$ cat config.mk
export PLATFORM = sky130hd
export DESIGN_NAME = stopwatch_core
export DESIGN_NICKNAME = d
export VERILOG_FILES = /design/src/rtl/stopwatch_core.sv
export SDC_FILE = /design/constraint.sdc
export NUM_CORES = 1
export LEC_CHECK = 0
export CORE_ASPECT_RATIO = 1.1
export CORE_UTILIZATION = 30
export DETAILED_ROUTE_END_ITERATION = 12
export PLACE_DENSITY_LB_ADDON = 0.05
export SYNTH_ARGS = -nofsm -noshare
export SYNTH_HDL_FRONTEND = slang
export SYNTH_SLANG_ARGS = --single-unit
$ cat constraint.sdc
create_clock -name clk -period 2 [get_ports clk]
set_clock_uncertainty 0.1 [all_clocks]
set_input_delay 0.4 -clock clk [delete_from_list [all_inputs] [get_ports clk]]
set_output_delay 0.4 -clock clk [all_outputs]
set_load 0.03 [all_outputs]
$ cat src/rtl/stopwatch_core.sv
// stopwatch_core
//   Parametrised min:sec timekeeping core. Counts up or down on 1 Hz
//   sec_tick enables, toggles run/pause on rising edges of the debounced
//   pause level, lets the user step either field on 2 Hz adj_tick enables,
//   and freezes at 00:00 with an expiry flag when a countdown runs out.
//   Runs on the system clock only; every output is a register.
//
//   Optional feature macro: STOPWATCH_LAP_EN
//     defined     - lap edge detector and lap capture registers are built
//     not defined - lap is ignored, lap_min/lap_sec/lap_valid tied to 0
//
// Parameters
//   MIN_W, SEC_W     field widths
//   MIN_MAX, SEC_MAX largest field values (must fit their widths)
//
// Ports
//   clk        system clock, rising edge
//   rst        synchronous active-high reset
//   sec_tick   1 Hz count enable pulse
//   adj_tick   2 Hz adjust enable pulse
//   sel        adjust field select (0 minutes, 1 seconds)
//   adj        adjust mode level
//   pause      pause level; each rising edge toggles run/pause
//   dir        0 count up, 1 count down
//   lap        lap level; rising edge captures / releases the lap value
//   minutes    current minutes
//   seconds    current seconds
//   running    run flag
//   adjusting  high while in adjust mode
//   expired    countdown reached 00:00
//   lap_min    captured minutes
//   lap_sec    captured seconds
//   lap_valid  lap registers hold a frozen value

module stopwatch_core #(
   parameter int MIN_W   = 6,
   parameter int SEC_W   = 6,
   parameter int MIN_MAX = 59,
   parameter int SEC_MAX = 59
) (
   input  logic             clk,
   input  logic             rst,
   input  logic             sec_tick,
   input  logic             adj_tick,
   input  logic             sel,
   input  logic             adj,
   input  logic             pause,
   input  logic             dir,
   input  logic             lap,
   output logic [MIN_W-1:0] minutes,
   output logic [SEC_W-1:0] seconds,
   output logic             running,
   output logic             adjusting,
   output logic             expired,
   output logic [MIN_W-1:0] lap_min,
   output logic [SEC_W-1:0] lap_sec,
   output logic             lap_valid
);

   typedef enum logic [1:0] {
      RUN,
      PAUSED,
      ADJUST,
      EXPIRED
   } state_t;

   localparam logic [MIN_W-1:0] MIN_TOP = MIN_W'(MIN_MAX);
   localparam logic [SEC_W-1:0] SEC_TOP = SEC_W'(SEC_MAX);
   localparam logic [MIN_W-1:0] MIN_ONE = MIN_W'(1);
   localparam logic [SEC_W-1:0] SEC_ONE = SEC_W'(1);

   state_t           state;
   state_t           state_nxt;
   logic [MIN_W-1:0] min_nxt;
   logic [SEC_W-1:0] sec_nxt;
   logic             run_nxt;
   logic             exp_nxt;
   logic             pause_q;
   logic             pause_edge;

   assign pause_edge = pause & ~pause_q;

   // ------------------------------------------------------------------
   // State register and datapath registers
   // ------------------------------------------------------------------
   always_ff @(posedge clk) begin
      if (rst) begin
         state     <= RUN;
         minutes   <= '0;
         seconds   <= '0;
         running   <= 1'b1;
         adjusting <= 1'b0;
         expired   <= 1'b0;
         pause_q   <= 1'b0;
      end else begin
         state     <= state_nxt;
         minutes   <= min_nxt;
         seconds   <= sec_nxt;
         running   <= run_nxt;
         adjusting <= (state_nxt == ADJUST);
         expired   <= exp_nxt;
         pause_q   <= pause;
      end
   end

   // ------------------------------------------------------------------
   // Next-state / next-value logic
   // Priority: adj > expiry hold > pause edge > sec_tick.
   // ------------------------------------------------------------------
   always_comb begin
      state_nxt = state;
      min_nxt   = minutes;
      sec_nxt   = seconds;
      run_nxt   = running;
      exp_nxt   = expired;

      if (adj) begin
         // Adjust mode: a pause edge only flips the flag remembered for exit.
         state_nxt = ADJUST;
         exp_nxt   = 1'b0;
         if (pause_edge) begin
            run_nxt = ~running;
         end
         if (adj_tick) begin
            if (sel) begin
               sec_nxt = (seconds == SEC_TOP) ? '0 : seconds + SEC_ONE;
            end else begin
               min_nxt = (minutes == MIN_TOP) ? '0 : minutes + MIN_ONE;
            end
         end
      end else begin
         case (state)
            ADJUST: begin
               // Leaving adjust: an edge in this same cycle still counts as
               // an adjust-mode toggle, and the exit state follows the result.
               if (pause_edge) begin
                  run_nxt = ~running;
               end
               state_nxt = run_nxt ? RUN : PAUSED;
            end
            EXPIRED: begin
               state_nxt = EXPIRED;
            end
            default: begin
               if (pause_edge) begin
                  run_nxt   = ~running;
                  state_nxt = running ? PAUSED : RUN;
               end
               // The tick is qualified by the pre-toggle run flag.
               if (sec_tick && running) begin
                  if (!dir) begin
                     if (seconds != SEC_TOP) begin
                        sec_nxt = seconds + SEC_ONE;
                     end else begin
                        sec_nxt = '0;
                        min_nxt = (minutes == MIN_TOP) ? '0 : minutes + MIN_ONE;
                     end
                  end else if (seconds != '0) begin
                     sec_nxt = seconds - SEC_ONE;
                  end else if (minutes != '0) begin
                     sec_nxt = SEC_TOP;
                     min_nxt = minutes - MIN_ONE;
                  end else begin
                     // Already at 00:00: expiry overrides any same-cycle toggle.
                     exp_nxt   = 1'b1;
                     run_nxt   = 1'b0;
                     state_nxt = EXPIRED;
                  end
               end
            end
         endcase
      end
   end

   // ------------------------------------------------------------------
   // Lap capture
   // ------------------------------------------------------------------
`ifdef STOPWATCH_LAP_EN
   logic lap_q;

   // Captures the registered (pre-tick) time of the edge cycle.
   always_ff @(posedge clk) begin
      if (rst) begin
         lap_q     <= 1'b0;
         lap_min   <= '0;
         lap_sec   <= '0;
         lap_valid <= 1'b0;
      end else begin
         lap_q <= lap;
         if (lap && !lap_q) begin
            if (!lap_valid) begin
               lap_min   <= minutes;
               lap_sec   <= seconds;
               lap_valid <= 1'b1;
            end else begin
               lap_valid <= 1'b0;
            end
         end
      end
   end
`else
   logic unused_lap;

   assign unused_lap = lap;
   assign lap_min    = '0;
   assign lap_sec    = '0;
   assign lap_valid  = 1'b0;
`endif

endmodule

; ---- After elaboration in Yosys (flattened, before gate mapping)
; Index checks and enable logic that the tools add are counted.
[op_classes]
addsub = 4
mul = 0
n_div = 0
n_lt_le_gt_ge = 0
eq_ne = 15
shifts = 0
n_mux = 38
bitwise_logic = 6
reduce_logical = 9
[ops]
columns = op, count
row1 = two-way mux 6 bit, 20
row2 = "adder 6 x 1 -> 6 bit, second input constant", 2
row3 = "== test 6 bit, second input constant", 2
row4 = two-way mux 2 bit, 6
row5 = nonzero test 6 bit, 2
row6 = "subtractor 6 x 1 -> 6 bit, second input constant", 2
row7 = two-way mux 1 bit, 10
row8 = AND reduction 5 bit, 2
row9 = "inequality test 2 bit, second input constant", 4
row10 = AND reduction 7 bit, 1
row11 = "== test 2 bit, second input constant", 3
row12 = "inequality test 3 bit, second input constant", 2
row13 = "inequality test 6 bit, second input constant", 1
row14 = NOT 1 bit, 5
row15 = "inequality test 4 x 2 -> 1 bit, second input constant", 1
row16 = case mux 2 bit (2 select lines), 1
row17 = OR reduction 2 bit, 2
row18 = "inequality test 3 x 2 -> 1 bit, second input constant", 1
row19 = "inequality test 2 x 1 -> 1 bit, second input constant", 1
row20 = case mux 1 bit (2 select lines), 1
row21 = nonzero test 2 bit, 1
row22 = bitwise AND 1 bit, 1
row23 = logical AND 1 bit, 1
[word_totals]
ff_bits = 18
latch_bits = 0
mem_bits_rw = 0
rom_bits = 0
input_bits = 9
out_inout_bits = 28
elab_cells = 79
mem_count = 0

; ---- Longest topological paths before layout
[depth]
ltp_word = 10
mapped_depth = 8
depth_no_buf = 7

; ---- Least setup slack after synthesis
; OpenSTA, ideal clock, no wires.
[synth_timing]
kind = flip-flop to flip-flop
from = register seconds[0]
to = register seconds[0]
setup_time_ps = 91
arrival_time_ps = 1965
required_ps = 1809
slack_ps = -156
path_stages_with_launch = 9
n_path_buf = 1
synth_period_minus_slack_ps = 2156
cell_sequence = dfxtp_1 inv_1 ha_1 nor2b_1 and4_1 buf_4 a21boi_4 a21oi_1 a311oi_1
[synth_via]
elab_chain_cells = 6
word_cells_on_any_way = 16
cone_classes = add/sub (2) / eq/ne (3) / mux (9) / reduce/logical (2)
[synth_lines]
columns = element, line_no
row1 = from (decl), 51  ; output logic [SEC_W-1:0] seconds,
row2 = from (signal assigned), 98  ; seconds <= sec_nxt;
row3 = "adder 6 x 1 -> 6 bit, or another cell as far along", "126, 153"
row4 = "two-way mux 6 bit, on equally long branches", "152, 158"
row5 = two-way mux 6 bit, 151  ; if (!dir) begin
row6 = two-way mux 6 bit, 150  ; if (sec_tick && running) begin
row7 = two-way mux 6 bit, 132  ; case (state)
row8 = two-way mux 6 bit, 117  ; if (adj) begin
; Parallel ways exist; a longest one is shown, timed or not. The select of a mux whose other input is x is not followed.
; A chain may end at the register's enable or synchronous reset.

; ---- Worst setup path in the final report
[layout_timing]
from = register minutes[1]
to = output minutes[1]
[layout_rtl]
columns = element, line_no
row1 = from (decl), 50  ; output logic [MIN_W-1:0] minutes,
row2 = from (signal assigned), 97  ; minutes <= min_nxt;
; No word-level cell between the ends.

==> impl_results.md <==
- RR Startpoint: seconds[1]
- Reg2Reg Depth: 7
- Placer Congestion: 0.886
- Clk sinks: 18
- Yosys reg bits: 18
- Worst skew pair latency: 260 ps
- Filler cells: 448
- Hold crit path type: flip-flop to flip-flop
- Total congestion overflow: 0
- Hold Crit Depth: 1
- Biggest cell delay along the critical path: 680 ps
- Multi-input combinational cell area: 913 um^2
- Most common cell after layout, fill and taps aside: buf_4
- DRC violations left: 0
- Setup Total Neg Slack: 0 ps
- Most frequent cells in the layout: 29 x buf_4, 21 x nand2_1, 18 x clkdlybuf4s50_1
- Vias per cell: 5.16
- Setup Crit Path Kind: flip-flop to primary output
- Netlist cell types: 46
- Startpoint types: flip-flop
- Synth Warn #: 0
- Hold_sp: seconds[0]
- Cell Pwr Density: 615 nW/um^2
- Die area: 4940 um^2
- Pin count of the biggest net entering global routing: 19
- P&R area growth vs syn: 34.3%
- Vias in the first global route: 1,351
- Crit path arrival time: 1450 ps
- Final worst slack: 53.8 ps
- Clock-pin slew on the worst setup and hold paths: 80 ps
- Final setup violation count: 0
- Nets: 240
- Crit share post-route: 97.3%
- Critical path's slowest cell: clkdlybuf4s50_1
- Achievable Freq: 514 MHz
- CTS Buffer Depth: 2
- Sequential area share after synthesis: 25.7%
- Status: completed
- Die width: 67.1 um
- Initial antenna violation count: 0
- Starting Density: 32.0%
- Clock root buffer: clkbuf_8
- Pleak: 0.767 nW
- Pre-CTS setup slack: -344 ps
- Post-layout min period: 1950 ps
- 1st-pass router iterations: 4
- Ratio of cells with drive above 1 in the final layout: 21.2%
- Worst r2r dst: seconds[3]
- 1st-iter DRT viols: 98
- CP required: 1500 ps
- Post-synth EDFFs: 0
- Worst path cell trace: buf_4 > clkdlybuf4s50_1
- Hold buffer count at cts: 0
- Crit path max fanout: 7
- Max VDD drop: 0.264 mV
- Primary FF master, synth: dfxtp_1
- Crit. End Element: primary output
- # diodes: 0
- Core Region: 4380 um^2
- Top Ports: 37
- TritonCTS clock tree: built
- Final HPWL DP: 2830 um
- Final Max Slew Viols: 0
- Post-Synthesis Cells: 184
- Worst Hold Path EP: seconds[0]
- Die Ht: 73.7 um
- Total CTS buffers: 3
- First-pass GRT wire length: 6240 um
- Worst R2R Setup Slack: 110 ps
- Max Cap Viol: 0
- Seq. cell area: 365 um^2
- Final hold viol count: 0
- H-Tree Level Count: 1
- Antenna viol nets, final: 0
- WHS: 405 ps
- PortBufs: 22
- GRT Total Usage: 16.4%
- Mean post-synth cell area: 7.61 um^2
- Vias: 1,444
- Routed len/inst: 13.9 um
- DRT Wirelength: 3910 um
- Ys async rst share: 0%
- Mapped Area: 1400 um^2
- Num rows: 25
where the power goes:
group / switching, mW / internal, mW
Sequential: 0.0287 / 0.381
Combinational: 0.243 / 0.187
Clock: 0.140 / 0.175
Total: 0.412 / 0.744
cells by family after synthesis:
group / Yosys count / share of synthesized area (%)
AO/OA/AOI/OAI: 59 / 29.0
adder cells (fa/ha/maj): 4 / 3.57
buffers and inverters: 31 / 13.8
flip-flops: 18 / 25.7
AND/OR/NAND/NOR: 67 / 25.1
multiplexers: 1 / 0.715
XOR/XNOR: 3 / 1.88
other: 1 / 0.268
cells in the mapped netlist, drive strengths merged, types with 2 or more instances:
library cell	number	share of area, %
a211oi	2	1.1
a21boi	2	1.9
a21oi	16	5.7
a311oi	9	5.6
a31oi	5	2.2
and2	3	1.3
and4	2	1.3
buf	22	11
clkbuf	5	1.5
dfxtp	18	26
ha	4	3.6
inv	4	1.1
nand2	21	5.6
nand2b	3	1.3
nand3	10	3.6
nand4	2	0.89
nor2	8	2.1
nor2b	8	3.6
nor3	4	1.8
o2111ai	2	1.3
o211ai	4	2.5
o21ai	10	3.8
o22ai	2	0.89
o31ai	2	1.1
or2	2	0.89
xnor2	2	1.3
flip-flops by register name (all words and copies together) (netlist names):
signal	flops
expired	1
pause_q	1
running	1
minutes	6
adjusting	1
state	2
seconds	6
layer usage:
| metal | share of wire (%) | wire [um] | global-route usage, % |
|---|---|---|---|
| met5 | 0 | 0 | 0 |
| met2 | 45 | 1770 | 25.9 |
| met1 | 47 | 1830 | 22.2 |
| met4 | 1.1 | 44 | 5.44 |
| met3 | 6.7 | 262 | 2.95 |
worst max-delay path, delay by kind of cell (launching register included):
family,cells,cell delay [ps]
DFF,1,360
buffers and inverters,2,840
worst max-delay path by stage:
stage                            end  cells past startpoint  slack, ps        from
after global placement    seconds[0]                      6       -260         adj
after floorplan           seconds[4]                      8          5  seconds[0]
after CTS                 seconds[3]                      1          5  seconds[3]
after global routing      seconds[3]                      7       -0.1  seconds[0]
final                     minutes[1]                      2         50  minutes[1]
after detailed placement  seconds[0]                      6       -340         adj
per-stage QoR:
step           total power [mW]  area, um^2  instances  util (%)
6_report                   1.16        1880        280      42.9
5_1_grt                    1.22        1880        280      42.9
4_1_cts                    1.15        1850        279      42.3
3_5_place_dp              0.830        1790        274      40.8
3_3_place_gp              0.827        1790        274      40.8
2_1_floorplan             0.702        1450        196         -
timing repair:
action,4_1_cts,5_1_grt
resized for setup,1,7
pin swaps,0,1
gates cloned,1,0
setup endpoints to repair,4,9
buffers inserted,0,1
endpoints found under the hold margin,0,0
layout make-up:
type,count,share of cell area [%]
Tap cell,54,3.59
Sequential cell,18,19.4
Clock buffer,4,2.93
Inverter,4,0.798
Timing Repair Buffer,52,24.7
Multi-Input combinational cell,148,48.6
Power figures use the tool's default switching activity.
